### src/rtl/icache_param.sv
// Direct-mapped instruction cache with word-by-word block fill, whole-cache flush
// and a running count of fills started.
package cpu_types_pkg;
    typedef logic [31:0] word_t;
endpackage

module icache_param
    import cpu_types_pkg::*;
#(
    parameter int NSETS       = 16,
    parameter int BLOCK_WORDS = 2
) (
    input  logic  CLK,
    input  logic  nRST,
    input  logic  imemREN,
    input  word_t imemaddr,
    output logic  ihit,
    output word_t imemload,
    input  logic  iflush,
    output logic  iREN,
    output word_t iaddr,
    input  word_t iload,
    input  logic  iwait,
    output word_t miss_count
);

    localparam int OFF_W   = $clog2(BLOCK_WORDS);
    localparam int IDX_W   = $clog2(NSETS);
    localparam int CNT_W   = (OFF_W > 0) ? OFF_W : 1;
    localparam int TAG_W   = 30 - OFF_W - IDX_W;
    localparam int PTR_W   = IDX_W + OFF_W;
    localparam int IDX_LSB = 2 + OFF_W;
    localparam int TAG_LSB = IDX_LSB + IDX_W;
    localparam logic [CNT_W-1:0] LAST_WORD = CNT_W'(BLOCK_WORDS - 1);

    typedef enum logic [0:0] {
        IDLE = 1'b0,
        FILL = 1'b1
    } state_t;

    state_t                 state_r;
    state_t                 next_s;
    logic [NSETS-1:0]       valid_r;
    logic [TAG_W-1:0]       tag_mem_r  [NSETS];
    word_t                  data_mem_r [2**PTR_W];
    logic [TAG_W-1:0]       fill_tag_r;
    logic [IDX_W-1:0]       fill_idx_r;
    logic [CNT_W-1:0]       cnt_r;
    word_t                  miss_count_r;

    logic [TAG_W-1:0]       req_tag_s;
    logic [IDX_W-1:0]       req_idx_s;
    logic [CNT_W-1:0]       req_off_s;
    logic                   tag_match_s;
    logic                   start_fill_s;
    logic                   word_we_s;
    logic                   fill_done_s;
    logic                   flush_all_s;

    function automatic logic [IDX_W-1:0] addr_idx(input word_t a);
        word_t s;
        s = a >> IDX_LSB;
        return s[IDX_W-1:0];
    endfunction

    function automatic logic [TAG_W-1:0] addr_tag(input word_t a);
        word_t s;
        s = a >> TAG_LSB;
        return s[TAG_W-1:0];
    endfunction

    // Word offset collapses to constant 0 when a line holds a single word.
    function automatic logic [CNT_W-1:0] addr_off(input word_t a);
        word_t s;
        s = (a >> 2) & word_t'(BLOCK_WORDS - 1);
        return s[CNT_W-1:0];
    endfunction

    function automatic logic [PTR_W-1:0] data_ptr(input logic [IDX_W-1:0] idx,
                                                  input logic [CNT_W-1:0] off);
        word_t p;
        p = (word_t'(idx) << OFF_W) | (word_t'(off) & word_t'(BLOCK_WORDS - 1));
        return p[PTR_W-1:0];
    endfunction

    assign req_tag_s   = addr_tag(imemaddr);
    assign req_idx_s   = addr_idx(imemaddr);
    assign req_off_s   = addr_off(imemaddr);
    assign tag_match_s = valid_r[req_idx_s] && (tag_mem_r[req_idx_s] == req_tag_s);
    assign miss_count  = miss_count_r;

    // Next-state and fetch/memory-side outputs.
    always_comb begin
        next_s       = state_r;
        ihit         = 1'b0;
        imemload     = 32'h0000_0000;
        iREN         = 1'b0;
        iaddr        = 32'h0000_0000;
        start_fill_s = 1'b0;
        word_we_s    = 1'b0;
        fill_done_s  = 1'b0;
        flush_all_s  = 1'b0;
        case (state_r)
            IDLE: begin
                if (iflush) begin
                    flush_all_s = 1'b1;
                end else if (imemREN) begin
                    if (tag_match_s) begin
                        ihit     = 1'b1;
                        imemload = data_mem_r[data_ptr(req_idx_s, req_off_s)];
                    end else begin
                        start_fill_s = 1'b1;
                        next_s       = FILL;
                    end
                end else begin
                    next_s = IDLE;
                end
            end
            FILL: begin
                iREN  = 1'b1;
                iaddr = (word_t'(fill_tag_r) << TAG_LSB)
                      | (word_t'(fill_idx_r) << IDX_LSB)
                      | ((word_t'(cnt_r) & word_t'(BLOCK_WORDS - 1)) << 2);
                if (iflush) begin
                    // Abort: the word on the bus this cycle is dropped.
                    flush_all_s = 1'b1;
                    next_s      = IDLE;
                end else if (!iwait) begin
                    word_we_s = 1'b1;
                    if (cnt_r == LAST_WORD) begin
                        fill_done_s = 1'b1;
                        next_s      = IDLE;
                    end else begin
                        next_s = FILL;
                    end
                end else begin
                    next_s = FILL;
                end
            end
            default: begin
                next_s = IDLE;
            end
        endcase
    end

    // FSM state register.
    always_ff @(posedge CLK or negedge nRST) begin
        if (!nRST) begin
            state_r <= IDLE;
        end else begin
            state_r <= next_s;
        end
    end

    // Latched fill target, word counter and miss counter.
    always_ff @(posedge CLK or negedge nRST) begin
        if (!nRST) begin
            fill_tag_r   <= '0;
            fill_idx_r   <= '0;
            cnt_r        <= '0;
            miss_count_r <= 32'h0000_0000;
        end else if (start_fill_s) begin
            fill_tag_r   <= req_tag_s;
            fill_idx_r   <= req_idx_s;
            cnt_r        <= '0;
            miss_count_r <= miss_count_r + 32'd1;
        end else if (word_we_s && !fill_done_s) begin
            cnt_r <= cnt_r + CNT_W'(1);
        end else begin
            cnt_r <= cnt_r;
        end
    end

    // Line valid bits; a line is invalidated as soon as its refill begins.
    always_ff @(posedge CLK or negedge nRST) begin
        if (!nRST) begin
            valid_r <= '0;
        end else if (flush_all_s) begin
            valid_r <= '0;
        end else if (start_fill_s) begin
            valid_r[req_idx_s] <= 1'b0;
        end else if (fill_done_s) begin
            valid_r[fill_idx_r] <= 1'b1;
        end else begin
            valid_r <= valid_r;
        end
    end

    // Tag and data storage; contents are qualified by valid_r so no reset needed.
    always_ff @(posedge CLK) begin
        if (word_we_s) begin
            data_mem_r[data_ptr(fill_idx_r, cnt_r)] <= iload;
        end
        if (fill_done_s) begin
            tag_mem_r[fill_idx_r] <= fill_tag_r;
        end
    end

endmodule

### config.mk
export PLATFORM = sky130hd
export DESIGN_NAME = icache_param
export DESIGN_NICKNAME = d
export VERILOG_FILES = /design/src/rtl/icache_param.sv
export SDC_FILE = /design/constraint.sdc
export NUM_CORES = 1
export LEC_CHECK = 0
export ABC_AREA = 1
export CAP_MARGIN = 20
export CORE_ASPECT_RATIO = 1.25
export CORE_MARGIN = 1.5
export CORE_UTILIZATION = 45
export CTS_CLUSTER_SIZE = 10
export DETAILED_ROUTE_END_ITERATION = 8
export PLACE_DENSITY = 0.62
export SLEW_MARGIN = 40
export SYNTH_ARGS = -nofsm -noshare
export SYNTH_HDL_FRONTEND = slang
export SYNTH_SLANG_ARGS = --single-unit
### constraint.sdc
create_clock -name CLK -period 7.73 [get_ports CLK]
set_input_delay 1.546 -clock CLK [delete_from_list [all_inputs] [get_ports CLK]]
set_output_delay 1.546 -clock CLK [all_outputs]
set_load 0.01 [all_outputs]
==> results <==
- The number of buffers and inverters on the critical path is 6.
- The peak clock frequency supported by timing is 0.137 GHz.
- Among all flip-flop cells after synthesis, the most frequent one is edfxtp_1.
- The routed design could run at a clock period as short as 7.28 ns.
- The internal power of the cells totals 0.0135 W.
- The number of optimization iterations in the first detailed-route pass is 5.
- Of the total power, registers draw 52.8%.
- In this run the critical register-to-register path is launched from tag_mem_r[1][21].
- The combinational share of power is 6.5%.
- The number of antenna violations at the first check in global routing is 11.
- The floorplan step defined a die boundary enclosing 136,000 um^2.
- The number of violations of the max-capacitance limit is 0.
- The total number of H-tree levels is 4.
- The top cell type's share of synthesized area is 71.1%.
- Setup repair after global routing left no endpoint under its margin.
- The leakage power is 24.6 nW.
- The endpoint arrival time on the critical path is 5.73 ns.
- The dominant delay contributor by cell family on the critical path is buffers and inverters.
- For flop-to-flop paths, the worst setup slack is 4.26 ns.
- The count of warnings emitted by yosys is 0.
- The detailed placer's ending HPWL is 87,000 um.
- The floorplan has 149 rows.
- The number of design rule violations left after detail routing is 0.
- The finished layout cell area is 69,200 um^2.
- The flow ran to the end, and the final reports show no timing, DRC or antenna violations.
- The maximum number of buffers from clock root to sink is 3.
- The routed layout has 39.3k vias.
- The post-synthesis cell type count is 36.
- The global-route congestion overflow total is 0.
- After the first detailed-routing iteration, the DRC count stood at 4,181.
- The cell area after placement is 64,400 um^2.
- Clock tree synthesis found a total of 1,503 sinks.
- Routability-driven placement finished with a final weighted congestion of 0.863.
- The net count of the finished layout is 5,098.
- The signed area change from the synthesized netlist to the final layout is 15.0%.
- The die is 330 um wide.
- The via count of the first global-routing pass was 37.1k.
- In the final routed layout, each cell accounts on average for 24.3 um.
- edfxtp_1 takes more of the synthesized area than any other cell.
- After detailed placement, the design holds a cell count of 6,591.
- The top cell types in the final layout, fill and taps aside, are nand2_1, edfxtp_1, a21oi_1.
- The total of endpoints with negative setup slack in the final report is 0.
- The actual transition at the worst max-transition pin is 0.936 ns.
- The height of the die is 412 um.
- For this run, the total global-route usage over all layers was measured as 24.2%.
- The number of synthesized register bits is 1,503.
- The power density of the placed cells is 254 nW/um^2.
- The area of the core is 132,000 um^2.
- The count of endpoints failing hold in the final timing report is 0.
- After layout, the worst path uses 94.2% of the clock period.
- Headroom to the max-slew limit came out at 37.6%.
- The top fanout value on the critical path is 31.
- In the synthesized netlist, the number of instances is 4,851.
- The post-cts gate resize count is 0.
- The worst path required time is 6.18 ns.
- The number of pins with negative max-slew slack in the final report is 0.
- The number of antenna-violating nets in the routed design is 0.
- STA classifies the critical path endpoint as an output port.
- Per report_power, the clock group accounts for 40.7% of the total.
- The share of synthesized flip-flops with an asynchronous set or reset is 5.26%.
- Wires add up to 166,000 um.
- TritonCTS built the clock tree.
- The number of enable-type register cells in the synthesized netlist is 1,424.
- On the critical path, the stage with the largest delay is an instance of clkdlybuf4s50_1.
- The number of buffers inserted by hold repair at cts is 0.
- The reported net switching power is 0.00406 W.
- The largest net degree at the start of global routing is 134.
- The mean cell area of the mapped netlist is 12.4 um^2.
- The clock skew is 0.0435 ns.
- Tracing the worst setup path back leads to its startpoint at imemaddr[5].
- The initial standard-cell utilization of the core is 45.5%.
- In the post-synthesis netlist, the biggest area contributors are edfxtp_1, nand2_1, dfrtp_1, a21oi_1, a32o_1.
- The min-delay analysis places its worst path in the category reg -> reg.
- The insertion delay of the later-clocked pin in the worst-skew pair is 0.80 ns.
- The number of I/O pins is 167.
- Clock-pin slew was measured on the worst setup and hold paths at 0.05 ns.
- Walking the worst path, the cells encountered are clkdlybuf4s50_1, inv_1, nor2_4, buf_12, buf_4, nand2_1, nand2_1, nor2_1, nand2_1, nand2_1, nor2_1, nand4_1, nand3b_1, nor2_1, nand3b_1, buf_4, nor2_1, clkdlybuf4s50_1.
- The beginning of the worst hold path is miss_count[2].
- The sum of negative setup slack is 0 ns.
- The number of buffers created by CTS is 170.
- The via density per instance is 5.75.
- Leaving out fill and tap cells, the most frequent cell in the layout is nand2_1.
- The number of setup buffers added after CTS is 0.
- The post-layout instance count excluding filler cells is 6,829.
- The register area share after synthesis is 74.4%.
- After synthesis the cells add up to 60,200 um^2.
- In the final layout, the share of cells above drive strength 1 is 8.78%.
- The global-route wire length before repair is 242,000 um.
- IR analysis of the VDD net gives a maximum drop of 0.206 mV.
- The fraction of power spent switching nets is 23.1%.
- The worst setup path is launched from a primary input.
- The number of port buffers is 162.
- On the worst path, the slowest cell contributes a delay of 0.66 ns.
- The path type of the worst setup path is in -> out.
- The root cell of the clock tree is clkbuf_16.
==> state kept, by name, indices dropped and copies added, names as in the netlist <==
register / count
fill_idx_r: 4
miss_count: 32
data_mem_r: 1024
state_r: 1
cnt_r: 1
valid_r: 16
fill_tag_r: 25
tag_mem_r: 400
==> Yosys cell counts (2+ instances only) <==
master / count
buf_4: 9
xor2_1: 22
edfxtp_1: 1424
nand2_1: 1717
inv_1: 110
buf_1: 11
nor3b_1: 4
nor3_1: 23
nor2_1: 189
inv_2: 10
dfrtp_1: 79
nand2_2: 2
o21ai_0: 75
or2_2: 31
clkbuf_1: 207
a221oi_1: 120
nand3b_1: 3
buf_2: 50
nand3_1: 85
o22ai_1: 62
a22oi_1: 8
a32o_1: 136
clkinv_1: 3
a21oi_1: 387
o21ai_1: 43
nand4_1: 20
nor4_1: 6
xnor2_1: 7
==> final cells by class <==
class / instances / area, um^2
clock inverters: 20 / 327
flip-flops and latches: 1503 / 44700
fillers: 11100 / 63200
inverters: 123 / 489
repair buffers: 283 / 2790
multi-input cells: 2947 / 14200
well taps: 1736 / 2170
clock buffers: 214 / 4460
diodes: 3 / 7.51
==> metrics by stage <==
step | util (%) | power, W | hold WS (ns) | setup slack, ns
final | 52.3 | 0.0176 | 0.490 | 0.452
after global routing | 52.3 | 0.0181 | 0.511 | 0.270
after CTS | 52.3 | 0.0177 | 0.494 | 0.454
after detailed placement | 48.6 | 0.0106 | 0.485 | 0.490
after global placement | 48.6 | 0.0106 | 0.480 | 0.537
after floorplan | - | 0.0100 | 0.493 | 2.67
==> power groups by stage <==
stage               Sequential (W)  Combinational, W  Clock [W]
floorplan                  0.00938          0.000633          0
global placement           0.00945           0.00113          0
detailed placement         0.00945           0.00114          0
CTS                        0.00929           0.00114    0.00728
global route               0.00931           0.00125    0.00757
finish                     0.00929           0.00115    0.00715
==> cell families (layout without fill, tap and decap cells) <==
kind of cell | after synthesis | in the layout | share of synthesized area (%)
and+or+nand+nor | 2083 | 2083 | 13.5
DFF | 1503 | 1503 | 74.4
AOI/OAI and AO/OA | 832 | 832 | 8.97
buffers and inverters | 402 | 640 | 2.68
xor gates and xnor gates | 29 | 29 | 0.422
adders and majority gates | 1 | 1 | 0.0208
other | 1 | 5 | 0.00623
==> routing by layer <==
metal	global-route usage (%)	vias up	part of all wire, %
li1	-	17700	-
met1	32.6	19600	41
met2	40.0	1638	49
met3	3.64	317	7.2
met4	8.65	2	3.2
met5	0	-	0.0078
==> final timing paths <==
kind                                        to  cells past startpoint
worst min register to register   miss_count[2]                      1
worst max-delay path               imemload[5]                     18
worst max register to register      valid_r[4]                     16
worst min-delay path             miss_count[2]                      1
max in group asynchronous        fill_tag_r[3]                      2
min in group asynchronous       miss_count[25]                      1
(Power assumes the default switching activity.)
